## src/rtl/rri_pkg.sv

```systemverilog
// Shared definitions for the RRI pulse generator slice.
//   - default datapath widths and the minimum legal period
//   - FSM state encoding
//   - calc_w_eff(): clamps a requested pulse width into [1, p_eff-1]
package rri_pkg;

  localparam int DEF_CNT_W      = 32;
  localparam int DEF_WID_W      = 16;
  localparam int DEF_MIN_PERIOD = 2;

  typedef logic [DEF_CNT_W-1:0] cnt_t;
  typedef logic [DEF_WID_W-1:0] wid_t;

  typedef enum logic [2:0] {
    IDLE,
    WAIT_EPOCH,
    HIGH,
    LOW,
    DONE
  } state_e;

  // Effective high time: at least one clock, and always leaves at least one
  // low clock inside the period so consecutive pulses stay distinguishable.
  // p_eff is already >= MIN_PERIOD (>= 2), so p_eff-1 never underflows.
  function automatic cnt_t calc_w_eff(input wid_t width, input cnt_t p_eff);
    cnt_t w;
    w = cnt_t'(width);
    if (w == '0) w = cnt_t'(1);
    if (w > p_eff - cnt_t'(1)) w = p_eff - cnt_t'(1);
    return w;
  endfunction

endpackage

```

## src/rtl/rri_pulse_gen_if.sv

```systemverilog
// Control/status bundle of the pulse generator.
//   start, stop             : one-cycle strobes from the controller
//   period, epoch, width,
//   num_pulses              : run configuration, sampled on start
//   pulse_out               : registered pulse train
//   pulse_cnt, phase        : pulse index and clocks since last rise
//   busy, done              : run status
// master = controller side, slave = generator side.
interface rri_pulse_gen_if
  import rri_pkg::*;
#(
  parameter int CNT_W = DEF_CNT_W,
  parameter int WID_W = DEF_WID_W
);

  logic             start;
  logic             stop;
  logic [CNT_W-1:0] period;
  logic [CNT_W-1:0] epoch;
  logic [WID_W-1:0] width;
  logic [CNT_W-1:0] num_pulses;
  logic             pulse_out;
  logic [CNT_W-1:0] pulse_cnt;
  logic [CNT_W-1:0] phase;
  logic             busy;
  logic             done;

  modport master (
    output start, stop, period, epoch, width, num_pulses,
    input  pulse_out, pulse_cnt, phase, busy, done
  );

  modport slave (
    input  start, stop, period, epoch, width, num_pulses,
    output pulse_out, pulse_cnt, phase, busy, done
  );

endinterface

```

## src/rtl/rri_interval_cnt.sv

```systemverilog
// Loadable down-counter with terminal-count flag.
//   clk, rst  : clock, asynchronous active-low reset
//   load      : load load_val this cycle (has priority over counting)
//   load_val  : interval length minus one
//   tc        : count is zero (last cycle of the interval)
// A load of N gives an interval of N+1 cycles ending with tc=1.
module rri_interval_cnt #(
  parameter int W = 32
) (
  input  logic         clk,
  input  logic         rst,
  input  logic         load,
  input  logic [W-1:0] load_val,
  output logic         tc
);

  logic [W-1:0] cnt_q;

  // NOTE: sequential state is written only with non-blocking assignments so
  // every flop samples the pre-edge value of every other flop.
  always_ff @(posedge clk or negedge rst) begin
    if (!rst) begin
      cnt_q <= '0;
    end else if (load) begin
      cnt_q <= load_val;
    end else if (cnt_q != '0) begin
      cnt_q <= cnt_q - W'(1);
    end
  end

  assign tc = (cnt_q == '0);

endmodule

```

## src/rtl/rri_pulse_gen.sv

```systemverilog
// Periodic pulse-train generator (transmit side of the RRI folding input).
//   clk        : system clock, rising edge
//   rst        : asynchronous active-low reset
//   bus        : rri_pulse_gen_if.slave (config, strobes, pulse and status)
// On start (in IDLE, without stop) the configuration is latched; the first
// rise follows epoch+1 clocks later, then pulses repeat every p_eff clocks,
// each high for w_eff clocks, until num_pulses are sent (0 = forever) or
// stop aborts the run.
module rri_pulse_gen
  import rri_pkg::*;
#(
  parameter int CNT_W      = DEF_CNT_W,
  parameter int WID_W      = DEF_WID_W,
  parameter int MIN_PERIOD = DEF_MIN_PERIOD
) (
  input  logic           clk,
  input  logic           rst,
  rri_pulse_gen_if.slave bus
);

  state_e           state_q, state_d;

  // Latched run configuration
  logic [CNT_W-1:0] p_eff_q;
  logic [CNT_W-1:0] w_eff_q;
  logic [CNT_W-1:0] num_q;

  logic [CNT_W-1:0] pulse_cnt_q;
  logic [CNT_W-1:0] phase_q;
  logic             pulse_out_q;

  logic [WID_W-1:0] width_in;
  logic [CNT_W-1:0] p_eff_in;
  logic [CNT_W-1:0] w_eff_in;
  logic             latch;
  logic             rise;
  logic             last_pulse;
  logic             cnt_load;
  logic [CNT_W-1:0] cnt_load_val;
  logic             cnt_tc;

  assign width_in = bus.width;
  assign p_eff_in = (bus.period < CNT_W'(MIN_PERIOD)) ? CNT_W'(MIN_PERIOD) : bus.period;
  assign w_eff_in = calc_w_eff(width_in, p_eff_in);

  // pulse_cnt already counts the pulse currently high, so equality with the
  // latched count marks the final pulse of a finite run.
  assign last_pulse = (num_q != '0) && (pulse_cnt_q == num_q);

  rri_interval_cnt #(.W(CNT_W)) u_interval (
    .clk      (clk),
    .rst      (rst),
    .load     (cnt_load),
    .load_val (cnt_load_val),
    .tc       (cnt_tc)
  );

  // NOTE: every signal driven here gets a default before the case so no
  // path leaves it unassigned, which would otherwise infer a latch.
  always_comb begin
    state_d      = state_q;
    latch        = 1'b0;
    rise         = 1'b0;
    cnt_load     = 1'b0;
    cnt_load_val = '0;

    case (state_q)
      IDLE: begin
        if (bus.start && !bus.stop) begin
          latch        = 1'b1;
          cnt_load     = 1'b1;
          cnt_load_val = bus.epoch;
          state_d      = WAIT_EPOCH;
        end
      end

      WAIT_EPOCH: begin
        if (bus.stop) begin
          state_d = IDLE;
        end else if (cnt_tc) begin
          rise         = 1'b1;
          cnt_load     = 1'b1;
          cnt_load_val = w_eff_q - CNT_W'(1);
          state_d      = HIGH;
        end
      end

      HIGH: begin
        if (bus.stop) begin
          state_d = IDLE;
        end else if (cnt_tc) begin
          if (last_pulse) begin
            // Finite run ends on the falling edge; the trailing gap is skipped.
            state_d = DONE;
          end else begin
            cnt_load     = 1'b1;
            cnt_load_val = p_eff_q - w_eff_q - CNT_W'(1);
            state_d      = LOW;
          end
        end
      end

      LOW: begin
        if (bus.stop) begin
          state_d = IDLE;
        end else if (cnt_tc) begin
          rise         = 1'b1;
          cnt_load     = 1'b1;
          cnt_load_val = w_eff_q - CNT_W'(1);
          state_d      = HIGH;
        end
      end

      DONE:    state_d = IDLE;
      default: state_d = IDLE;
    endcase
  end

  always_ff @(posedge clk or negedge rst) begin
    if (!rst) begin
      state_q     <= IDLE;
      p_eff_q     <= '0;
      w_eff_q     <= '0;
      num_q       <= '0;
      pulse_cnt_q <= '0;
      phase_q     <= '0;
      pulse_out_q <= 1'b0;
    end else begin
      state_q     <= state_d;
      pulse_out_q <= (state_d == HIGH);

      if (latch) begin
        p_eff_q     <= p_eff_in;
        w_eff_q     <= w_eff_in;
        num_q       <= bus.num_pulses;
        pulse_cnt_q <= '0;
        phase_q     <= '0;
      end else if (rise) begin
        pulse_cnt_q <= pulse_cnt_q + CNT_W'(1);
        phase_q     <= '0;
      end else if ((state_q == HIGH || state_q == LOW) &&
                   (state_d == HIGH || state_d == LOW)) begin
        // Advance only while the train keeps running; stop and run end freeze it.
        phase_q <= phase_q + CNT_W'(1);
      end
    end
  end

  assign bus.pulse_out = pulse_out_q;
  assign bus.pulse_cnt = pulse_cnt_q;
  assign bus.phase     = phase_q;
  assign bus.busy      = (state_q == WAIT_EPOCH) || (state_q == HIGH) || (state_q == LOW);
  assign bus.done      = (state_q == DONE);

endmodule
```

## src/flat_wrapper.sv

```systemverilog
// flat-port wrapper written by rule: the top's interface ports become plain ports
module rri_pulse_gen_flat import rri_pkg::*;
#(
  parameter int CNT_W      = DEF_CNT_W,
  parameter int WID_W      = DEF_WID_W,
  parameter int MIN_PERIOD = DEF_MIN_PERIOD
)
  (clk, rst, bus_start, bus_stop, bus_period, bus_epoch, bus_width, bus_num_pulses, bus_pulse_out, bus_pulse_cnt, bus_phase, bus_busy, bus_done);
  rri_pulse_gen_if #(.CNT_W(CNT_W), .WID_W(WID_W)) bus_i ();
  input  logic clk;
  input  logic rst;
  input wire logic [$bits(bus_i.start)-1:0] bus_start;
  input wire logic [$bits(bus_i.stop)-1:0] bus_stop;
  input wire logic [$bits(bus_i.period)-1:0] bus_period;
  input wire logic [$bits(bus_i.epoch)-1:0] bus_epoch;
  input wire logic [$bits(bus_i.width)-1:0] bus_width;
  input wire logic [$bits(bus_i.num_pulses)-1:0] bus_num_pulses;
  output wire logic [$bits(bus_i.pulse_out)-1:0] bus_pulse_out;
  output wire logic [$bits(bus_i.pulse_cnt)-1:0] bus_pulse_cnt;
  output wire logic [$bits(bus_i.phase)-1:0] bus_phase;
  output wire logic [$bits(bus_i.busy)-1:0] bus_busy;
  output wire logic [$bits(bus_i.done)-1:0] bus_done;
  assign bus_i.start = bus_start;
  assign bus_i.stop = bus_stop;
  assign bus_i.period = bus_period;
  assign bus_i.epoch = bus_epoch;
  assign bus_i.width = bus_width;
  assign bus_i.num_pulses = bus_num_pulses;
  assign bus_pulse_out = bus_i.pulse_out;
  assign bus_pulse_cnt = bus_i.pulse_cnt;
  assign bus_phase = bus_i.phase;
  assign bus_busy = bus_i.busy;
  assign bus_done = bus_i.done;
  rri_pulse_gen #(.CNT_W(CNT_W), .WID_W(WID_W), .MIN_PERIOD(MIN_PERIOD)) u_core (.clk(clk), .rst(rst), .bus(bus_i));
endmodule
```

## config.mk

```make
export PLATFORM = sky130hd
export DESIGN_NAME = rri_pulse_gen_flat
export DESIGN_NICKNAME = d
export VERILOG_FILES = /design/src/rtl/rri_pkg.sv /design/src/rtl/rri_pulse_gen_if.sv /design/src/rtl/rri_interval_cnt.sv /design/src/rtl/rri_pulse_gen.sv /design/src/flat_wrapper.sv
export SDC_FILE = /design/constraint.sdc
export NUM_CORES = 1
export LEC_CHECK = 0
export BUFFER_PORTS_ARGS = -buffer_cell sky130_fd_sc_hd__buf_2
export CORE_MARGIN = 1.5
export CORE_UTILIZATION = 30
export DETAILED_ROUTE_END_ITERATION = 10
export PLACE_DENSITY = 0.46
export SYNTH_ARGS = -nofsm -noshare
export SYNTH_HDL_FRONTEND = slang
export SYNTH_SLANG_ARGS = --single-unit
```

## constraint.sdc

```tcl
create_clock -name clk -period 3.4 [get_ports clk]
set_clock_uncertainty 0.1 [all_clocks]
set_input_delay 0.51 -clock clk [delete_from_list [all_inputs] [get_ports clk]]
set_output_delay 0.51 -clock clk [all_outputs]
set_load 0.05 [all_outputs]
```

* After elaboration in Yosys (flattened, before gate mapping) *
Index checks and enable logic that the tools add are counted.

operators by class
  $add $sub $neg = 7
  $lt $le $gt $ge = 2
  equal/unequal tests = 7
  multiplexer cells = 33
  reductions and logical operators = 17

operators by type and width
  cell                     count
  $mux W32                 15
  $sub A32 B1 Y32 const B  4
  $pmux W32 S3             1
  $add A32 B1 Y32 const B  2
  $reduce_bool A32 Y1      2
  $eq A32 B32 Y1           1
  $gt A16 B32 Y1           1
  $logic_not A32 Y1        1
  $lt A32 B2 Y1 const B    1
  $sub A32 B32 Y32         1
  $mux W3                  6
  $logic_not A16 Y1        1
  $mux W16                 1
  $eq A3 B2 Y1 const B     4
  $pmux W3 S3              1
  $mux W1                  8
  $logic_or A1 B1 Y1       4
  $reduce_bool A2 Y1       2
  $eq A3 B1 Y1 const B     1
  $eq A3 B3 Y1 const B     1
  $logic_and A1 B1 Y1      3
  $logic_not A3 Y1         1
  $pmux W1 S3              1
  $reduce_bool A3 Y1       1
  2 further kinds          2

word-level totals
  flip-flop bits (word level) = 196
  input port bits = 116
  word-level logic and storage cells = 74

* Depth between registers and ports, before layout *
Gate-level depths: netlist (run 1).

  depth after elaboration = 12
  depth in mapped cells = 21
  depth with buffers taken out = 19

* Cells and area by module *
A second synthesis (run 1) with hierarchy kept.

second synthesis, totals
  cell total of the unflattened synthesis = 1,521
  area, all modules = 12,784.8 um^2

by module, submodules not included
  module            instances  cells an instance  area each (um^2)  seq. area each (um^2)
  rri_pulse_gen     1          1,312              10,891.7          4,103.9
  rri_interval_cnt  1          209                1,893.1           800.8

* Worst setup path before layout (run 1) *
No wires, ideal clock.

  path type = input port to flip-flop
  start = input port bus_period[19]
  end = register u_core.w_eff_q[11]
  setup time = 126 ps
  arrival = 5,135 ps
  path slack = -1,961 ps
  stages on the path = 21
  buffers on the path = 2
  cell sequence = or4_1 or4b_1 or4_1 nor4_2 nand2b_1 ha_1 nand2_1 or3_1 clkbuf_1 nor3_1 xnor2_1 ha_1 nor2b_1 o21ai_0 a21oi_1 o21a_1 o21ai_0 a211o_1 buf_2 nor3_1 a311o_1

on the way
  cells in the longest elaborated chain, start to end = 5

RTL lines
  element                 line                  RTL
  start: declaration      flat_wrapper.sv:14    input wire logic [$bits(bus_i.period)-1:0] bus_period;
  $lt A32 B2 Y1           rri_pulse_gen.sv:43   assign p_eff_in = (bus.period < CNT_W'(MIN_PERIOD)) ? CNT_W'(MIN_PERIOD) : bus.period;
  $mux W32 *              rri_pulse_gen.sv:43
  $sub A32 B1 Y32 *       rri_pkg.sv:29         if (w > p_eff - cnt_t'(1)) w = p_eff - cnt_t'(1);
  $gt A16 B32 Y1          rri_pkg.sv:29
  $mux W32 *              rri_pkg.sv:29
  end signal: assignment  rri_pulse_gen.sv:134  w_eff_q <= w_eff_in;
  end: declaration        rri_pulse_gen.sv:25   logic [CNT_W-1:0] w_eff_q;

Mark *: on every way between the ends. The rest lies on a longest branch, timed or not.
A chain may end at the register's enable or synchronous reset.

* Worst setup path after layout (run 1) *
Same ends and word-level chain as after synthesis.

==> results.toml, run 1 <==
[run_status]
status = "finished, violations left"
violations = "negative setup slack"

[critical_path]
rr_startpoint = "u_core.u_interval.cnt_q[15]$_DFFE_PN0P_"
rrSetupSlack_ps = 100
end_kind = "flip-flop"
required_ps = 3650
cpPeakStageDelay_ps = 560
crit_type = "input pin to flip-flop"
crit_chain = "buf_6, or4_4, or4b_4, or4_4, nor4_4, nand2b_4, ha_4, nand2_4, or3_4, nor3_4, xnor2_2, ha_1, nand4_1, nor4_2, nor4_1, nand3_1, a211o_4, buf_12, a311o_1"
rr_endpoint = "u_core.u_interval.cnt_q[9]$_DFFE_PN0P_"
crit_slowest_cell = "or4_4"
critPathBufInv = 2
path_max_fanout = 8
path_delay_family = "simple AND/OR/NAND/NOR gates"
arrival_ps = 5250
r2r_cells = 7
startpoint_type = "input pin"
cp_common_cell = "or4_4"

[synth]
synth_edf_count = 0
synth_area_sq_um = 12400
seq_area_frac_synth_pct = 39.7
synthCells = 1475
syn_area_per_cell_sq_um = 8.38
yosysWarnings = 0
async_reset_ff_share_pct = 100
syn_nets = 1644
synthTopCellsByArea = "dfrtp_1, nand2_1, xor2_1"
synth_top_area_cell = "dfrtp_1"
ys_types = 64
synth-seq-cells = 196
yosysTopAreaCellShare_pct = 39.7
ys.flop_type = "dfrtp_1"

[cts]
cts_buffers = 17
cts.htree.levels = 4
clk_latency_ps = 460
ctsLongestPathBuffers = 2
clkTransAtPathRegs_ps = 80
cts_num_sinks = 196
cts_tree = "built"
cts-root-buf = "clkbuf_16"

[timing]
slew_headroom_pct = 46.0
setup_slack_ps = -1610
drv_slew = 0
setup_viol = 16
tightest_slew_ps = 807
fin_crit_sh_pct = 147
finalHoldViolations = 0
fmax_mhz = 200
min_period_ps = 5010
rsz0062_at_grt = "yes"

[final_layout]
fin_cells = 2300
antennaDiodeCount = 0
drive_gt1_share_pct = 23.2
area_growth_pct = 28.4
nNetsFinal = 1924

[global_routing]
antenna_found_initial = 0
grt_pass1_wl_mm = 62.5
grt_overflow_total = 0
track_usage_pct = 19.0
grt_pass1_vias = 11200
grt_max_degree = 97

[detailed_routing]
drc = 0
wl_mm = 40.2
drt_iter0_drc = 725
vias = 11400
viasPerCell = 4.95
wl_per_cell_um = 17.5
postRouteAntennaNets = 0
first_pass_iters = 8

[floorplanning]
core-area_sq_um = 40700
start_util_pct = 30.3
die_y_um = 206
dieArea_sq_um = 42400
die_w_um = 206
ios = 183
row_count = 74

[job]
maxCapViolations = 0

[placed_design]
pre_cts_ws_ps = -2150
hpwl_mm = 31.1
gp_congestion = 0.865
port_buffers = 182
dpl.cell_count = 2255

[power]
pwr-share-clk_pct = 28.7
p_comb_share_pct = 32.8
p_seq_share_pct = 38.6
p_leak_uw = 0.00744
irDropWorstVdd_uv = 380
intPower_uw = 4910
power_switching_uw = 2660
power_density_nw_per_um2 = 477
swShare_pct = 35.1

[hold_path]
hold_path_class = "input pin to flip-flop"
holdPathStages = 3
hold_path.startpoint = "bus_num_pulses[27]"
min_to = "u_core.num_q[27]$_DFFE_PN0P_"
cells by family (layout without fill, tap and decap cells):
logic type / after synthesis / in the layout / synth area share [%]
AND/OR/NAND/NOR: 688 / 688 / 26.0
buffers and inverters: 125 / 418 / 3.90
flip-flops: 196 / 196 / 39.7
XOR/XNOR: 172 / 172 / 12.2
multiplexers: 3 / 3 / 0.253
AO/OA/AOI/OAI: 238 / 238 / 12.5
adder cells (fa/ha/maj): 53 / 53 / 5.43
power groups by stage:
| stage | logic [uW] | registers, uW | clock network, uW |
|---|---|---|---|
| 2_1_floorplan | 1590 | 2880 | 0 |
| 5_1_grt | 2770 | 2960 | 2320 |
| 3_3_place_gp | 2380 | 2960 | 0 |
| 4_1_cts | 2420 | 2920 | 2240 |
| 3_5_place_dp | 2400 | 2960 | 0 |
| 6_report | 2480 | 2920 | 2170 |
worst max path at each step:
stage,startpoint,to,cells past startpoint
floorplan,bus_period[19],u_core.w_eff_q[11]$_DFFE_PN0P_,20
global placement,bus_period[19],u_core.w_eff_q[7]$_DFFE_PN0P_,22
detailed placement,bus_period[19],u_core.w_eff_q[7]$_DFFE_PN0P_,22
CTS,bus_period[19],u_core.w_eff_q[7]$_DFFE_PN0P_,21
global route,bus_period[20],u_core.w_eff_q[11]$_DFFE_PN0P_,19
finish,bus_period[19],u_core.w_eff_q[11]$_DFFE_PN0P_,19
registers in the layout (all words and copies together), names as in the netlist:
register / flops
u_core.bus.phase: 32
u_core.bus.pulse_cnt: 32
u_core.num_q: 32
u_core.p_eff_q: 32
u_core.u_interval.cnt_q: 32
u_core.w_eff_q: 32
u_core.state_q: 3
u_core.bus.pulse_out: 1
layer usage:
metal | up-vias | wire length (um) | GRT usage, %
met5 | - | 0 | 0
met3 | 26 | 1260 | 2.10
met1 | 5420 | 19200 | 26.3
li1 | 5735 | - | -
met2 | 206 | 19000 | 31.1
met4 | 0 | 682 | 5.85
Yosys cell counts (7+ instances only):
cell	number
nand2_1	282
dfrtp_1	196
nor2_1	131
xor2_1	92
xnor2_1	80
a21oi_1	61
nand3_1	60
inv_1	57
o21ai_0	57
ha_1	52
nor3_1	52
clkbuf_1	48
nor4_1	42
or3_1	25
nand4_1	24
or4_1	18
buf_1	15
a221oi_1	12
a31oi_1	12
o311ai_0	12
and2_1	9
o21ai_1	9
a211oi_1	8
a21o_1	8
and3_1	8
a222oi_1	7
and4_1	7
nor2b_1	7
worst register-to-register path, delay by kind of cell, from the launching register on:
kind                   cells  cell delay [ps]
DFF                        1              380
AOI/OAI and AO/OA          1              260
and+or+nand+nor            5             2280
buffers and inverters      1              180
cell usage in the layout, fill, tap and decap left out, types with 23 or more instances in the layout:
cell type and instances:
nor3_1 50, nand4_1 24, o21ai_0 55, inv_1 57, or3_1 23, xor2_1 92
dfrtp_1 196, buf_4 135, xnor2_1 78, nor2_1 128, ha_1 51, a21oi_1 61
nor4_1 40, buf_2 180, nand2_1 279, nand3_1 52
stage by stage:
step | utilization (%) | hold WS (ps) | TNS, ps | instance area, sq um | power [uW]
2_1_floorplan | - | 114 | -27790 | 12400 | 4470
3_3_place_gp | 36.5 | 365 | -32370 | 14900 | 5340
3_5_place_dp | 36.5 | 369 | -33660 | 14900 | 5360
4_1_cts | 38.2 | 103 | -23200 | 15500 | 7570
5_1_grt | 39.0 | 129 | -27850 | 15900 | 8050
6_report | 39.0 | 127 | -24500 | 15900 | 7570
layout make-up:
class	count	area [sq um]
Sequential cell	196	4900
Timing Repair Buffer	329	2170
Clock inverter	12	170
Multi-Input combinational cell	1154	7310
Clock buffer	20	437
Inverter	57	214
Tap cell	532	666
Fill cell	4210	24900
timing repair:
| action | CTS | global route |
|---|---|---|
| endpoints found under the hold margin | 64 | 0 |
| hold buffers | 1 | 0 |
| pin swaps | 5 | 6 |
| setup buffers | 4 | 5 |
| resized for setup | 8 | 45 |
| gates cloned | 0 | 3 |
| endpoints found under the setup margin | 24 | 39 |
Power figures use the tool's default switching activity.
==> run 2: changes to the inputs <==
--- a/config.mk
+++ b/config.mk
@@ -6,6 +6,7 @@
 export NUM_CORES = 1
 export LEC_CHECK = 0
 export BUFFER_PORTS_ARGS = -buffer_cell sky130_fd_sc_hd__buf_2
+export CORE_ASPECT_RATIO = 1.25
 export CORE_MARGIN = 1.5
 export CORE_UTILIZATION = 30
 export DETAILED_ROUTE_END_ITERATION = 10
==> run 2 against run 1 <==
The run still ends with negative setup slack left; worst setup slack worse by 42 ps; total power is 0.19% higher; core utilization hardly changed; via count hardly changed; first-iteration DRC count is 19% lower; final cell count is 0.39% lower; maximum frequency is 0.84% lower.
==> results.toml, run 2 (synthesized netlist as in run 1, its figures left out) <==
[timing]
setup_viol = 16
hold_slack_ps = 129
min_period_ps = 5050
setup-tns-final_ps = -25080
rsz0062_at_grt = "yes"
drv_slew = 0
fmax_mhz = 198
slew_headroom_pct = 27.5
finalHoldViolations = 0
fin_crit_sh_pct = 148
tightest_slew_ps = 1080
setup_slack_ps = -1650

[power]
power_density_nw_per_um2 = 483
p_leak_uw = 0.00729
irDropWorstVdd_uv = 361

[cts]
cts.htree.levels = 4
cts_tree = "built"
cts_buffers = 17
cts_num_sinks = 196
ctsLongestPathBuffers = 2
clkTransAtPathRegs_ps = 80
cts-root-buf = "clkbuf_16"
clk_latency_ps = 470

[critical_path]
startpoint_type = "input pin"
path_delay_family = "simple AND/OR/NAND/NOR gates"
rr_startpoint = "u_core.u_interval.cnt_q[17]$_DFFE_PN0P_"
path_max_fanout = 14
r2r_cells = 9
crit_chain = "buf_6, or4_4, or4b_4, or4_4, nor4_4, nand2b_4, ha_4, nand2_4, or3_4, buf_4, xor2_1, ha_1, a21oi_1, nor2b_1, o21ai_1, a21oi_1, o21a_1, o21ai_1, a211o_4, clkbuf_16, nor3_1, a311o_1"
cpPeakStageDelay_ps = 540
crit_type = "input pin to flip-flop"
rr_endpoint = "u_core.u_interval.cnt_q[0]$_DFFE_PN0P_"
end_kind = "flip-flop"
crit_slowest_cell = "or4_4"
arrival_ps = 5290
critPathBufInv = 3
rrSetupSlack_ps = 100
required_ps = 3650

[final_layout]
antennaDiodeCount = 0
area_growth_pct = 27.1
final_common_cell = "nand2_1"
nNetsFinal = 1901
regArea_sq_um = 4910
final_cell_mix = "nand2_1, dfrtp_1, buf_2, nor2_1, buf_4"
fillers = 4176
multi_input_area_sq_um = 7270
drive_gt1_share_pct = 22.3

[floorplanning]
start_util_pct = 30.7
core-area_sq_um = 40300
row_count = 82
ios = 183
dieArea_sq_um = 42400
die_y_um = 230
die_w_um = 185

[global_routing]
antenna_found_initial = 0
track_usage_pct = 19.3
grt_max_degree = 89
grt_pass1_vias = 11600
grt_overflow_total = 0
grt_pass1_wl_mm = 63.2

[hold_path]
hold_path.startpoint = "bus_num_pulses[13]"
hold_path_class = "input pin to flip-flop"
holdPathStages = 3
min_to = "u_core.num_q[13]$_DFFE_PN0P_"

[detailed_routing]
wl_mm = 40.2
vias = 11400
drt_iter0_drc = 585
drc = 0
wl_per_cell_um = 17.6
viasPerCell = 4.97
first_pass_iters = 5
postRouteAntennaNets = 0

[job]
maxCapViolations = 0

[placed_design]
hpwl_mm = 30.5
gp_congestion = 0.868
port_buffers = 182

[run_status]
status = "finished, violations left"
violations = "negative setup slack"
run 2: changes by cell type in the layout (fill, tap and decap cells not counted), moves of 3 or more:
| cell | change |
|---|---|
| nor2_2 | -3 |
| buf_4 | -24 |
| nand3_4 | -3 |
| o311ai_4 | -3 |
| nand3_2 | +3 |
run 2: routing by layer:
layer	vias to the layer above	track usage, %	wire length (um)
met5	-	0	0
met1	5460	23.2	17400
met3	49	2.11	1060
met2	205	34.7	20700
li1	5679	-	-
met4	0	7.56	1070
run 2: final cells by class:
type,instances,area share [%]
well taps,546,4.35
clock buffers,22,2.95
clock inverters,10,1.08
flip-flops and latches,196,31.2
repair buffers,306,12.8
inverters,57,1.36
multi-input cells,1154,46.2
run 2: where the power goes:
part / leakage (uW) / internal [uW] / switching [uW] / total [uW]
logic: 0.00443 / 1080 / 1350 / 2430
clock network: 0.000307 / 1280 / 952 / 2230
registers: 0.00256 / 2630 / 298 / 2920
total: 0.00729 / 4980 / 2600 / 7580
run 2: worst max-delay path by stage:
stage | startpoint | to | slack [ps] | cells past startpoint
2_1_floorplan | bus_period[19] | u_core.w_eff_q[11]$_DFFE_PN0P_ | -1780 | 20
6_report | bus_period[19] | u_core.w_eff_q[5]$_DFFE_PN0P_ | -1650 | 22
3_3_place_gp | bus_period[19] | u_core.w_eff_q[5]$_DFFE_PN0P_ | -2180 | 20
3_5_place_dp | bus_period[19] | u_core.w_eff_q[9]$_DFFE_PN0P_ | -2270 | 19
4_1_cts | bus_period[19] | u_core.w_eff_q[5]$_DFFE_PN0P_ | -1610 | 20
5_1_grt | bus_period[19] | u_core.w_eff_q[5]$_DFFE_PN0P_ | -1780 | 19
run 2: repair_timing:
action / 4_1_cts / 5_1_grt
gates resized for setup: 12 / 40
hold endpoints to repair: 23 / 0
buffers inserted: 7 / 5
gates cloned: 0 / 2
hold buffers: 1 / 0
pin swaps: 1 / 1
setup endpoints to repair: 24 / 47
run 2: worst reg2reg max path, delay by kind of cell (launching register included):
| kind | cells | cell delay (ps) |
|---|---|---|
| compound gates | 1 | 290 |
| buf+inv | 2 | 380 |
| flops | 1 | 400 |
| simple gates | 6 | 2030 |
run 2: through the flow:
step	cell area (sq um)	instances	utilization (%)	setup WS, ps	power (uW)
after detailed placement	14700	2244	36.5	-2270	5330
after global placement	14700	2244	36.5	-2180	5300
after floorplan	12400	1475	-	-1780	4470
final	15700	2291	39.0	-1650	7580
after global routing	15700	2291	39.0	-1780	8080
after CTS	15400	2284	38.3	-1610	7620
==> run 3: changes to the inputs <==
--- a/config.mk
+++ b/config.mk
@@ -8,9 +8,9 @@
 export BUFFER_PORTS_ARGS = -buffer_cell sky130_fd_sc_hd__buf_2
 export CORE_ASPECT_RATIO = 1.25
 export CORE_MARGIN = 1.5
-export CORE_UTILIZATION = 30
+export CORE_UTILIZATION = 23
 export DETAILED_ROUTE_END_ITERATION = 10
-export PLACE_DENSITY = 0.46
+export PLACE_DENSITY = 0.37
 export SYNTH_ARGS = -nofsm -noshare
 export SYNTH_HDL_FRONTEND = slang
 export SYNTH_SLANG_ARGS = --single-unit
==> run 3 against run 2 <==
The run still ends with negative setup slack left; final cell count rose by 6.9%; largest cell class unchanged; register-to-register slack improved by 50 ps; critical path type unchanged; total power barely moved; clock power shrank 4%; worst setup slack worse by 100 ps; combinational power increased by 5%.
==> results.toml, run 3 (synthesized netlist as in run 1, its figures left out) <==
[timing]
drv_slew = 0
rsz0062_at_grt = "yes"
setup_slack_ps = -1750
fmax_mhz = 194
tightest_slew_ps = 965
min_period_ps = 5150
setup_viol = 16
fin_crit_sh_pct = 152
setup-tns-final_ps = -26410
slew_headroom_pct = 35.4
finalHoldViolations = 0

[floorplanning]
die_w_um = 210
core-area_sq_um = 52900
start_util_pct = 23.4
ios = 183
dieArea_sq_um = 55200
row_count = 94
die_y_um = 262

[power]
power_switching_uw = 2710
swShare_pct = 35.7
irDropWorstVdd_uv = 393
p_seq_share_pct = 38.3
intPower_uw = 4880
p_comb_share_pct = 33.4
power_density_nw_per_um2 = 474
p_leak_uw = 0.00741
pwr-share-clk_pct = 28.2

[job]
maxCapViolations = 0

[placed_design]
dpl.cell_count = 2400
gp_congestion = 0.842
hpwl_mm = 34.8
port_buffers = 182
pre_cts_ws_ps = -2220

[final_layout]
area_growth_pct = 29.5
final_util_pct = 30.2
final_common_cell = "nand2_1"
final_cell_mix = "nand2_1, dfrtp_1, buf_2, buf_4, nor2_1"
multi_input_area_sq_um = 7270
regArea_sq_um = 4900
fin_cells = 2449
nNetsFinal = 1932
fillers = 5757
drive_gt1_share_pct = 23.6

[run_status]
violations = "negative setup slack"
status = "finished, violations left"

[critical_path]
required_ps = 3640
arrival_ps = 5400
cp-endpoint = "u_core.w_eff_q[9]$_DFFE_PN0P_"
startpoint_type = "input pin"
r2r_cells = 8
rr_startpoint = "u_core.u_interval.cnt_q[15]$_DFFE_PN0P_"
rrSetupSlack_ps = 150
path_max_fanout = 16
rr_endpoint = "u_core.u_interval.cnt_q[0]$_DFFE_PN0P_"
end_kind = "flip-flop"
setup.worst_path.start = "bus_period[19]"
crit_type = "input pin to flip-flop"

[detailed_routing]
wl_mm = 44.6
wl_per_cell_um = 18.2
drt_iter0_drc = 560
first_pass_iters = 5
vias = 11400
drc = 0
viasPerCell = 4.67
postRouteAntennaNets = 0

[cts]
cts_buffers = 17
clk_latency_ps = 470
cts_num_sinks = 196
cts-root-buf = "clkbuf_16"
clkTransAtPathRegs_ps = 80
ctsLongestPathBuffers = 2
cts_tree = "built"
cts.htree.levels = 4

[hold_path]
hold_path_class = "input pin to flip-flop"
hold_path.startpoint = "bus_num_pulses[14]"

[global_routing]
grt_max_degree = 77
antenna_found_initial = 0
grt_overflow_total = 0
grt_pass1_wl_mm = 69.2
grt_pass1_vias = 11800
track_usage_pct = 16.3
run 3: cell types whose count changed in the layout (fill, tap and decap cells not counted), sizes merged:
cell      delta
buf         +32
bufinv       -2
clkbuf       -4
clkinvlp     +1
diode        +2
inv          +3
run 3: power groups by stage:
stage / clock network (uW) / logic [uW] / registers (uW)
floorplan: 0 / 1590 / 2880
global placement: 0 / 2500 / 2950
detailed placement: 0 / 2500 / 2950
CTS: 2230 / 2520 / 2910
global route: 2300 / 2860 / 2950
finish: 2140 / 2540 / 2910
run 3: through the flow:
step                      area (sq um)  total power [uW]  hold WS [ps]
after global routing             16000              8110           120
after detailed placement         15000              5460           375
after global placement           15000              5450           364
after CTS                        15700              7670          92.5
after floorplan                  12400              4470           114
final                            16000              7590           123
run 3: metal layers:
layer  vias to the layer above  part of all wire [%]  wire [um]  global-route usage [%]
met4                         0                   2.1        949                    5.56
li1                       5727                     -          -                       -
met1                      5474                    44      19600                    20.2
met2                       190                    52      23100                    29.1
met3                        43                   2.2        962                    1.68
met5                         -                     0          0                       0
run 3: worst min path at each step:
| stage | cells past startpoint | end |
|---|---|---|
| floorplan | 0 | u_core.bus.phase[0]$_DFFE_PN0P_ |
| global placement | 2 | u_core.p_eff_q[11]$_DFFE_PN0P_ |
| detailed placement | 2 | u_core.p_eff_q[12]$_DFFE_PN0P_ |
| CTS | 3 | u_core.num_q[14]$_DFFE_PN0P_ |
| global route | 2 | u_core.state_q[1]$_DFF_PN0_ |
| finish | 3 | u_core.num_q[14]$_DFFE_PN0P_ |
run 3: area by class of cell:
class / count / area share (%)
clock buffers: 19 / 2.77
inverters: 57 / 1.34
well taps: 672 / 5.25
multi-input cells: 1154 / 45.4
flip-flops and latches: 196 / 30.6
repair buffers: 337 / 13.7
clock inverters: 12 / 0.914
diodes: 2 / 0.0313
run 3: worst max-delay path, stage by stage:
cell,delay [ps]
buf_6,90
or4_4,520
or4b_4,540
or4_4,540
nor4_4,250
nand2b_4,190
ha_4,140
nand2_4,50
or3_4,450
nor3_4,150
xnor2_1,130
ha_1,320
nand4_1,150
buf_4,170
buf_4,120
nor2_2,90
a21oi_2,60
a211o_4,380
buf_12,160
a311o_1,350
run 3: what timing repair did:
| action | CTS | global route |
|---|---|---|
| gates cloned | 0 | 2 |
| setup endpoints to repair | 30 | 67 |
| pin swaps | 4 | 9 |
| setup buffers | 3 | 10 |
| hold buffers | 1 | 0 |
| endpoints found under the hold margin | 1 | 0 |
| gates resized for setup | 9 | 39 |
